==> config.mk <==
export PLATFORM = sky130hd
export DESIGN_NAME = fetch_ifid_flat
export DESIGN_NICKNAME = d
export VERILOG_FILES = /design/src/rtl/fetch_ifid_if.sv /design/src/rtl/fetch_ifid.sv /design/src/flat_wrapper.sv
export SDC_FILE = /design/constraint.sdc
export NUM_CORES = 1
export LEC_CHECK = 0
export BUFFER_PORTS_ARGS = -buffer_cell sky130_fd_sc_hd__buf_2
export CORE_MARGIN = 5
export CORE_UTILIZATION = 55
export CTS_BUF_LIST = sky130_fd_sc_hd__clkbuf_4
export CTS_CLUSTER_DIAMETER = 80
export CTS_CLUSTER_SIZE = 20
export DETAILED_ROUTE_END_ITERATION = 8
export PLACE_DENSITY = 0.95
export SYNTH_ARGS = -nofsm -noshare
export SYNTH_HDL_FRONTEND = slang
export SYNTH_SLANG_ARGS = --single-unit
==> constraint.sdc <==
create_clock -name clk -period 3.68 [get_ports clk]
set_input_delay 0 -clock clk [delete_from_list [all_inputs] [get_ports clk]]
set_output_delay 0 -clock clk [all_outputs]
set_load 0.01 [all_outputs]
==> src/rtl/fetch_ifid_if.sv <==
// Instruction-memory port between the fetch stage (master) and a combinational-read
// instruction memory (slave). No valid/ready: the read completes in the same cycle.
interface fetch_ifid_if #(
    parameter int IMEM_AW = 6
);
    logic [IMEM_AW-1:0] imem_addr;
    logic [31:0]        imem_data;

    modport master (output imem_addr, input imem_data);
    modport slave  (input imem_addr, output imem_data);
endinterface

==> src/rtl/fetch_ifid.sv <==
// LEGv8 instruction fetch plus IF/ID pipeline register with stall, flush and branch redirect.
// Optional macro FETCH_PERF_CNT_EN adds fetch_cnt / bubble_cnt performance counters.
module fetch_ifid #(
    parameter int             N        = 64,
    parameter logic [N-1:0]   RESET_PC = '0,
    parameter int             IMEM_AW  = 6
) (
    input  logic               clk,
    input  logic               reset,
    input  logic               stall_D,
    input  logic               flush_D,
    input  logic               PCSrc_D,
    input  logic [N-1:0]       PCBranch_D,
    fetch_ifid_if.master       imem,
    output logic [N-1:0]       pc_F,
    output logic [31:0]        instr_D,
    output logic [N-1:0]       pc_D,
    output logic               valid_D
`ifdef FETCH_PERF_CNT_EN
    ,
    output logic [31:0]        fetch_cnt,
    output logic [31:0]        bubble_cnt
`endif
);

    localparam logic [N-1:0] PC_STEP = N'(4);

    logic [N-1:0] pc_fetch_q, pc_fetch_d;
    logic [31:0]  instr_id_q, instr_id_d;
    logic [N-1:0] pc_id_q, pc_id_d;
    logic         valid_id_q, valid_id_d;
    logic         load_bubble, load_valid;

    always_comb begin
        load_bubble = flush_D | PCSrc_D;
        load_valid  = !load_bubble && !stall_D;

        // A taken branch redirects the PC even while decode is stalled.
        pc_fetch_d = pc_fetch_q;
        if (PCSrc_D) begin
            pc_fetch_d = PCBranch_D;
        end else if (!stall_D) begin
            pc_fetch_d = pc_fetch_q + PC_STEP;
        end

        instr_id_d = instr_id_q;
        pc_id_d    = pc_id_q;
        valid_id_d = valid_id_q;
        if (load_bubble) begin
            instr_id_d = 32'h0;
            pc_id_d    = '0;
            valid_id_d = 1'b0;
        end else if (load_valid) begin
            instr_id_d = imem.imem_data;
            pc_id_d    = pc_fetch_q;
            valid_id_d = 1'b1;
        end
    end

    always_ff @(posedge clk) begin
        if (!reset) begin
            pc_fetch_q <= RESET_PC;
            instr_id_q <= 32'h0;
            pc_id_q    <= '0;
            valid_id_q <= 1'b0;
        end else begin
            pc_fetch_q <= pc_fetch_d;
            instr_id_q <= instr_id_d;
            pc_id_q    <= pc_id_d;
            valid_id_q <= valid_id_d;
        end
    end

    // Upper PC bits are dropped, so the instruction memory aliases.
    assign imem.imem_addr = pc_fetch_q[IMEM_AW+1:2];
    assign pc_F           = pc_fetch_q;
    assign instr_D        = instr_id_q;
    assign pc_D           = pc_id_q;
    assign valid_D        = valid_id_q;

`ifdef FETCH_PERF_CNT_EN
    logic [31:0] fetch_cnt_q, fetch_cnt_d;
    logic [31:0] bubble_cnt_q, bubble_cnt_d;

    always_comb begin
        fetch_cnt_d  = fetch_cnt_q;
        bubble_cnt_d = bubble_cnt_q;
        if (load_valid) begin
            fetch_cnt_d = fetch_cnt_q + 32'd1;
        end
        if (load_bubble) begin
            bubble_cnt_d = bubble_cnt_q + 32'd1;
        end
    end

    always_ff @(posedge clk) begin
        if (!reset) begin
            fetch_cnt_q  <= 32'h0;
            bubble_cnt_q <= 32'h0;
        end else begin
            fetch_cnt_q  <= fetch_cnt_d;
            bubble_cnt_q <= bubble_cnt_d;
        end
    end

    assign fetch_cnt  = fetch_cnt_q;
    assign bubble_cnt = bubble_cnt_q;
`endif

endmodule

==> src/flat_wrapper.sv <==
// flat-port wrapper written by rule: the top's interface ports become plain ports
module fetch_ifid_flat 
#(
    parameter int             N        = 64,
    parameter logic [N-1:0]   RESET_PC = '0,
    parameter int             IMEM_AW  = 6
)
  (clk, reset, stall_D, flush_D, PCSrc_D, PCBranch_D, pc_F, instr_D, pc_D, valid_D, imem_imem_addr, imem_imem_data);
  fetch_ifid_if #(.IMEM_AW(IMEM_AW)) imem_i ();
  input  logic clk;
  input  logic reset;
  input  logic stall_D;
  input  logic flush_D;
  input  logic PCSrc_D;
  input  logic [N-1:0] PCBranch_D;
  output logic [N-1:0] pc_F;
  output logic [31:0] instr_D;
  output logic [N-1:0] pc_D;
  output logic valid_D;
  output wire logic [$bits(imem_i.imem_addr)-1:0] imem_imem_addr;
  input wire logic [$bits(imem_i.imem_data)-1:0] imem_imem_data;
  assign imem_imem_addr = imem_i.imem_addr;
  assign imem_i.imem_data = imem_imem_data;
  fetch_ifid #(.N(N), .RESET_PC(RESET_PC), .IMEM_AW(IMEM_AW)) u_core (.clk(clk), .reset(reset), .stall_D(stall_D), .flush_D(flush_D), .PCSrc_D(PCSrc_D), .PCBranch_D(PCBranch_D), .imem(imem_i), .pc_F(pc_F), .instr_D(instr_D), .pc_D(pc_D), .valid_D(valid_D));
endmodule
==> results of run 1 <==
[critical path: stages (launching register included)]
cell and delay [ns]:
dfxtp_1 0.50, and4_1 0.38, nand4_4 0.31, or4_4 0.78
o31a_1 0.34, o311a_1 0.28, dlygate4sd3_1 0.55
[registers in the layout, indices dropped and copies added, names as in the netlist]
name            count
u_core.pc_D        64
u_core.pc_F        64
u_core.instr_D     32
u_core.valid_D      1
[repair_timing]
item / in CTS / in global routing
hold buffers: 126 / 0
endpoints found under the hold margin: 97 / 0
resized for setup: 0 / 0
buffers inserted: 0 / 0
[stage by stage]
step	cells	util (%)	hold WS, ns	area (sq um)
2_1_floorplan	921	-	0.136	7200
3_3_place_gp	1288	66.7	0.229	8480
3_5_place_dp	1288	66.7	0.229	8480
4_1_cts	1446	78.7	0.000883	10000
5_1_grt	1451	78.8	0.0241	10000
6_report	1452	78.8	0.0514	10000
[per-layer routing]
metal  share of wire, %  vias to the layer above
li1                   -                     3899
met1                 36                     3959
met2                 48                      671
met3                 11                      154
met4                5.9                        0
met5                  0                        -
[placed cells by master, fill, tap and decap left out, types with 14 or more instances in the layout]
| cell type | count |
|---|---|
| nor4_1 | 17 |
| dlygate4sd3_1 | 126 |
| nand2_1 | 228 |
| nor2_1 | 24 |
| or4_1 | 15 |
| dfxtp_1 | 161 |
| o21ai_0 | 51 |
| a31oi_1 | 14 |
| nand3_1 | 27 |
| a21oi_1 | 119 |
| buf_2 | 267 |
| xnor2_1 | 20 |
| clkbuf_4 | 18 |
| nand4_1 | 25 |
[layout make-up]
class	instances	area, sq um	share of cell area [%]
Sequential cell	161	3220	32.1
Multi-Input combinational cell	674	3630	36.2
Antenna cell	6	15.0	0.150
Tap cell	172	215	2.15
Inverter	8	30.0	0.299
Clock inverter	14	139	1.38
Timing Repair Buffer	399	2640	26.3
Clock buffer	18	135	1.35
[worst paths after layout]
check	slack [ns]	end	cells after the start
worst min-delay path	0.05	u_core.pc_F[58]	4
worst min register to register	0.46	u_core.valid_D	2
worst max-delay path	0.46	u_core.pc_F[50]	6
worst max register to register	0.46	u_core.pc_F[50]	6
[power by group through the flow]
stage | Combinational [mW] | Sequential [mW] | Clock (mW)
after floorplan | 0.177 | 1.92 | 0
after global placement | 0.345 | 1.92 | 0
after detailed placement | 0.351 | 1.92 | 0
after CTS | 0.463 | 1.88 | 1.06
after global routing | 0.520 | 1.90 | 1.13
final | 0.487 | 1.89 | 1.05
[cells by family after synthesis]
logic type,Yosys count
adder cells (fa/ha/maj),1
AO/OA/AOI/OAI,217
buffers and inverters,86
XOR/XNOR,33
multiplexers,8
AND/OR/NAND/NOR,415
flip-flops,161
==> results.txt, run 1 <==
Main synth FF type -> dfxtp_1
post-synthesis simple-gate area fraction -> 27.8%
mean routed wirelength per cell -> 19.6 um
Compound-Gate Fraction of Synth Area -> 17.1%
CTS tree -> built
Final ANT Viol Nets -> 0
peak fanout along the critical path -> 21
outcome -> completed
Synth Area in XOR/XNOR -> 4.02%
layout cells sized above 1 -> 24.9%
H-tree depth -> 4
DRC Markers -> 0
setup violators final -> 0
Root Buffer Master -> clkbuf_4
Relative slew margins -> 26.1%
VDD IR-drop max -> 283 uV
GP Congestion -> 0.925
Final Worst Setup Slack -> 0.459 ns
Hold Vio Cnt, Final -> 0
GRT Total Usage -> 35.7%
Die ar. -> 15500 sq um
Slew Limit Fails -> 0
final period utilization -> 87.5%
WL final -> 28500 um
drt via density -> 5.98
Net Count, Synth -> 1023
nets -> 1363
worst-case clock buffer depth -> 2
multiplexer share of the synthesized area -> 1.16%
die width -> 124 um
crit path kind -> reg2reg
register area share after synthesis -> 44.8%
clock group share of total power -> 30.6%
Initial Util -> 56.6%
Yosys reg bits -> 161
Core ar. -> 12700 sq um
PwrDens -> 342 nW/um^2
top-area cell type share of the netlist area -> 44.8%
hold path start -> reset
DR pass1 iterations -> 6
Syn-to-layout area delta -> 39.4%
largest net degree at the start of global routing -> 98
top post-synthesis cells by area -> dfxtp_1 45%, nand2_1 12%, a21oi_1 8.3%, o21ai_0 3.5%, clkbuf_1 3.1%
Internal -> 2.44 mW
Async SR Flop Fraction -> 0%
post-DP HPWL -> 16500 um
Die Y -> 124 um
Layout Skew -> 0.0252 ns
CP Capture Type -> register
sequential share of power -> 55.2%
num rows -> 41
Required @ worst endpoint -> 4.17 ns
worst-skew pair later-pin latency -> 0.59 ns
Combinational Power Share -> 14.2%
worst slew pin tran -> 1.11 ns
TritonCTS Buffers -> 17
Vias -> 8683
Total Power -> 3.43 mW
RSZ-0062 raised after global routing -> no
Static Leak -> 4.09 nW
Worst R2R Start -> u_core.pc_F[4]
number of global-route vias before repair -> 8485
met3 Use GR -> 9.35%
cells after synthesis -> 921
Filler cells -> 806
GR peak layer -> met2
area of the mapped netlist -> 7200 sq um
startpoint types -> register
Worst Setup SP -> u_core.pc_F[4]
Sink Count -> 161
initial antenna violation count -> 5
Mean Syn Cell Area -> 7.81 sq um
Buffers on Ports -> 267
Max Cap Viol -> 0
clock transition at the registers of the reported paths -> 0.14 ns
Post-Synth Adder-Cell Area -> 0.174%
setup TNS -> 0 ns
Psw -> 0.984 mW
Final min period -> 3.22 ns
Initial DRC Count -> 936
met2 Track Usage GR -> 59.4%
met1 Track Usage GR -> 41.0%
Crit path arrival time -> 3.71 ns
count of cell types in the netlist -> 53
Post-synth EDFFs -> 0
Switching Share -> 28.7%
f_max -> 0.310 GHz
DP Worst Slack -> 1.04 ns
# IOs -> 268
top-count cell post-synth -> nand2_1
largest family of logic cells by synthesized area -> simple AND/OR/NAND/NOR gates
largest area contributor in the netlist -> dfxtp_1
first-pass GRT wire length -> 45200 um
Warnings, synthesis -> 0
HP Class -> in2reg
total grt overflow -> 0
Synth top cells by count -> 229 x nand2_1, 161 x dfxtp_1, 119 x a21oi_1, 60 x clkbuf_1, 51 x o21ai_0
Power figures use the tool's default switching activity.
==> run 2, diff against run 1 <==
- ABC_AREA: default -> 1
==> results.txt, run 2 <==
Filler cells -> 1046 (+30%)
GRT Total Usage -> 37.1% (+1.4 points)
Sink Count -> 161 (unchanged)
Post-synth EDFFs -> 0 (unchanged)
DR pass1 iterations -> 6 (unchanged)
final instance area -> 11000 sq um (+9.4%)
top post-synthesis cells by area -> dfxtp_1 40%, nand2_1 17%, nor2_1 7.9%, inv_1 5.5%, a21oi_1 5.4%
# IOs -> 268 (unchanged)
Die Y -> 131 um (+5.6%)
R2R cell count -> 9 (+3)
Initial DRC Count -> 1156 (+24%)
Area after DPL -> 9420 sq um (+11%)
total grt overflow -> 0 (unchanged)
Root Buffer Master -> clkbuf_4
Max Cap Viol -> 0 (unchanged)
Die ar. -> 17200 sq um (+11%)
Warnings, synthesis -> 0 (unchanged)
final core occ -> 75.8% (-3.0 points)
most common cell after layout, fill and taps aside -> nand2_1
Async SR Flop Fraction -> 0% (unchanged)
Non-Filler Instances -> 1765 (+22%)
Static Leak -> 4.64 nW (+13%)
outcome -> completed
VDD IR-drop max -> 304 uV (+7.4%)
Hold Vio Cnt, Final -> 0 (unchanged)
clock transition at the registers of the reported paths -> 0.14 ns (about the same)
Initial Util -> 55.9% (-0.68 points)
PwrDens -> 336 nW/um^2 (-1.8%)
CTS tree -> built
Buffers on Ports -> 267 (unchanged)
area of the mapped netlist -> 8090 sq um (+12%)
commonest non-fill, non-tap cells in the layout -> 361 x nand2_1, 267 x buf_2, 171 x nor2_1
Final min period -> 2.61 ns (-0.616 ns)
Crit path arrival time -> 3.14 ns (-0.57 ns)
Final Worst Setup Slack -> 1.07 ns (+0.616 ns)
setup violators final -> 0 (unchanged)
TritonCTS Buffers -> 17 (unchanged)
Min Hold Slack -> 0.100 ns (+0.0488 ns)
worst slew pin tran -> 1.19 ns (+0.0767 ns)
DRC Markers -> 0 (unchanged)
first-pass GRT wire length -> 52100 um (+15%)
Synth top cells by count -> 362 x nand2_1, 171 x nor2_1, 161 x dfxtp_1, 118 x inv_1, 87 x a21oi_1
RSZ-0062 raised after global routing -> no
count of cell types in the netlist -> 28 (-47%)
hold path start -> flush_D
GP Congestion -> 1.04 (+12%)
top-area cell type share of the netlist area -> 39.8% (-5.0 points)
cells after synthesis -> 1215 (+32%)
f_max -> 0.384 GHz (+24%)
peak fanout along the critical path -> 6 (-71%)
mean routed wirelength per cell -> 18.7 um (-4.6%)
Post-Place Cells -> 1611 (+25%)
H-tree depth -> 4 (unchanged)
register area share after synthesis -> 39.8% (-5.0 points)
layout cells sized above 1 -> 22.0% (-2.9 points)
Total Power -> 3.68 mW (+7.5%)
WL final -> 33100 um (+16%)
WHS Path Cells -> 5 (+1)
area of the multi-input gates -> 4120 sq um (+13%)
reg2reg setup slack -> 1.07 ns (+0.62 ns)
largest net degree at the start of global routing -> 150 (+53%)
drt via density -> 5.66 (-5.4%)
worst r2r dst -> u_core.pc_F[14]
Net Count, Synth -> 1317 (+29%)
worst-case clock buffer depth -> 2 (unchanged)
top-count cell post-synth -> nand2_1
Syn-to-layout area delta -> 35.7%
Core ar. -> 14500 sq um (+14%)
Slew Limit Fails -> 0 (unchanged)
final period utilization -> 70.8% (-17 points)
Yosys reg bits -> 161 (unchanged)
startpoint types -> register
Final ANT Viol Nets -> 0 (unchanged)
nets -> 1669 (+22%)
Post-CTS Resized -> 0 (unchanged)
DP Worst Slack -> 1.68 ns (+0.642 ns)
num rows -> 44 (+7.3%)
HP Class -> in2reg
Relative slew margins -> 21.0% (-5.1 points)
die width -> 131 um (+5.6%)
initial antenna violation count -> 1 (-4)
post-DP HPWL -> 21100 um (+28%)
WHS Endpoint -> u_core.pc_D[8]
Vias -> 9985 (+15%)
Worst R2R Start -> u_core.pc_F[3]
crit path kind -> reg2reg
worst-skew pair later-pin latency -> 0.59 ns (about the same)
Seq. cell area -> 3220 sq um (unchanged)
Main synth FF type -> dfxtp_1
largest area contributor in the netlist -> dfxtp_1
Mean Syn Cell Area -> 6.66 sq um (-15%)
number of global-route vias before repair -> 9634 (+14%)
setup TNS -> 0 ns (unchanged)
Layout Skew -> 0.0210 ns (-0.00421 ns)
Required @ worst endpoint -> 4.21 ns (+0.04 ns)
CP Capture Type -> register
-- run 2: cell count changes after synthesis, sizes merged, moves of 17 or more --
cell | previous run | this run
nand3 | 27 | 54
xnor2 | 20 | 2
nand4 | 27 | 9
nor4 | 17 | 0
nand2 | 229 | 372
a21oi | 119 | 87
clkbuf | 60 | 21
inv | 8 | 121
buf | 18 | 39
nor2 | 24 | 188
a211oi | 2 | 53
-- run 2: layout make-up --
class / instances / share of cell area, %
Sequential cell: 161 / 29.4
Clock inverter: 14 / 1.93
Multi-Input combinational cell: 872 / 37.5
Tap cell: 184 / 2.10
Timing Repair Buffer: 393 / 23.7
Clock buffer: 18 / 1.23
Inverter: 122 / 4.17
Antenna cell: 1 / 0.0228
-- run 2: worst max path at each step --
stage                              start  slack, ns  cells past startpoint                  to
after detailed placement         PCSrc_D       1.68                      8  u_core.instr_D[14]
after global placement           PCSrc_D       1.75                      8   u_core.instr_D[2]
final                     u_core.pc_F[3]       1.07                      9     u_core.pc_F[14]
after CTS                 u_core.pc_F[3]       1.25                      9     u_core.pc_F[14]
after global routing      u_core.pc_F[3]       0.99                      9     u_core.pc_F[14]
after floorplan           u_core.pc_F[3]       2.08                     10     u_core.pc_F[56]
-- run 2: timing repair --
action,CTS,global route
hold buffers,121,0
buffers inserted,0,0
endpoints found under the hold margin,97,0
-- run 2: kinds of logic (layout without fill, tap and decap cells) --
group | after synthesis | count (layout) | synth area share (%)
other cells | 0 | 1 | 0
flops | 161 | 161 | 39.8
buf+inv | 182 | 547 | 9.42
simple gates | 626 | 626 | 31.7
xor+xnor | 20 | 20 | 2.16
fa+ha+maj | 1 | 1 | 0.155
compound gates | 225 | 225 | 16.7
-- run 2: worst max-delay path, cell delays in order (launching register included) --
cell           delay (ns)
dfxtp_1              0.46
ha_1                 0.24
nand2_1              0.10
nor2_2               0.16
nand2_2              0.14
nor2_2               0.44
xor2_1               0.19
nand2_1              0.07
a31oi_1              0.17
dlygate4sd3_1        0.59
-- run 2: report_power, final --
part | leakage, nW | internal, mW | switching, mW
registers | 1.31 | 1.79 | 0.0696
clock network | 0.176 | 0.614 | 0.668
logic | 3.15 | 0.233 | 0.305
total | 4.64 | 2.64 | 1.04
-- run 2: per-layer routing --
metal / vias up / routed length [um] / track usage, %
met2: 702 / 15800 / 61.8
li1: 4605 / - / -
met5: - / 0 / 0
met3: 183 / 3220 / 8.37
met1: 4495 / 12000 / 43.7
met4: 0 / 2100 / 21.8
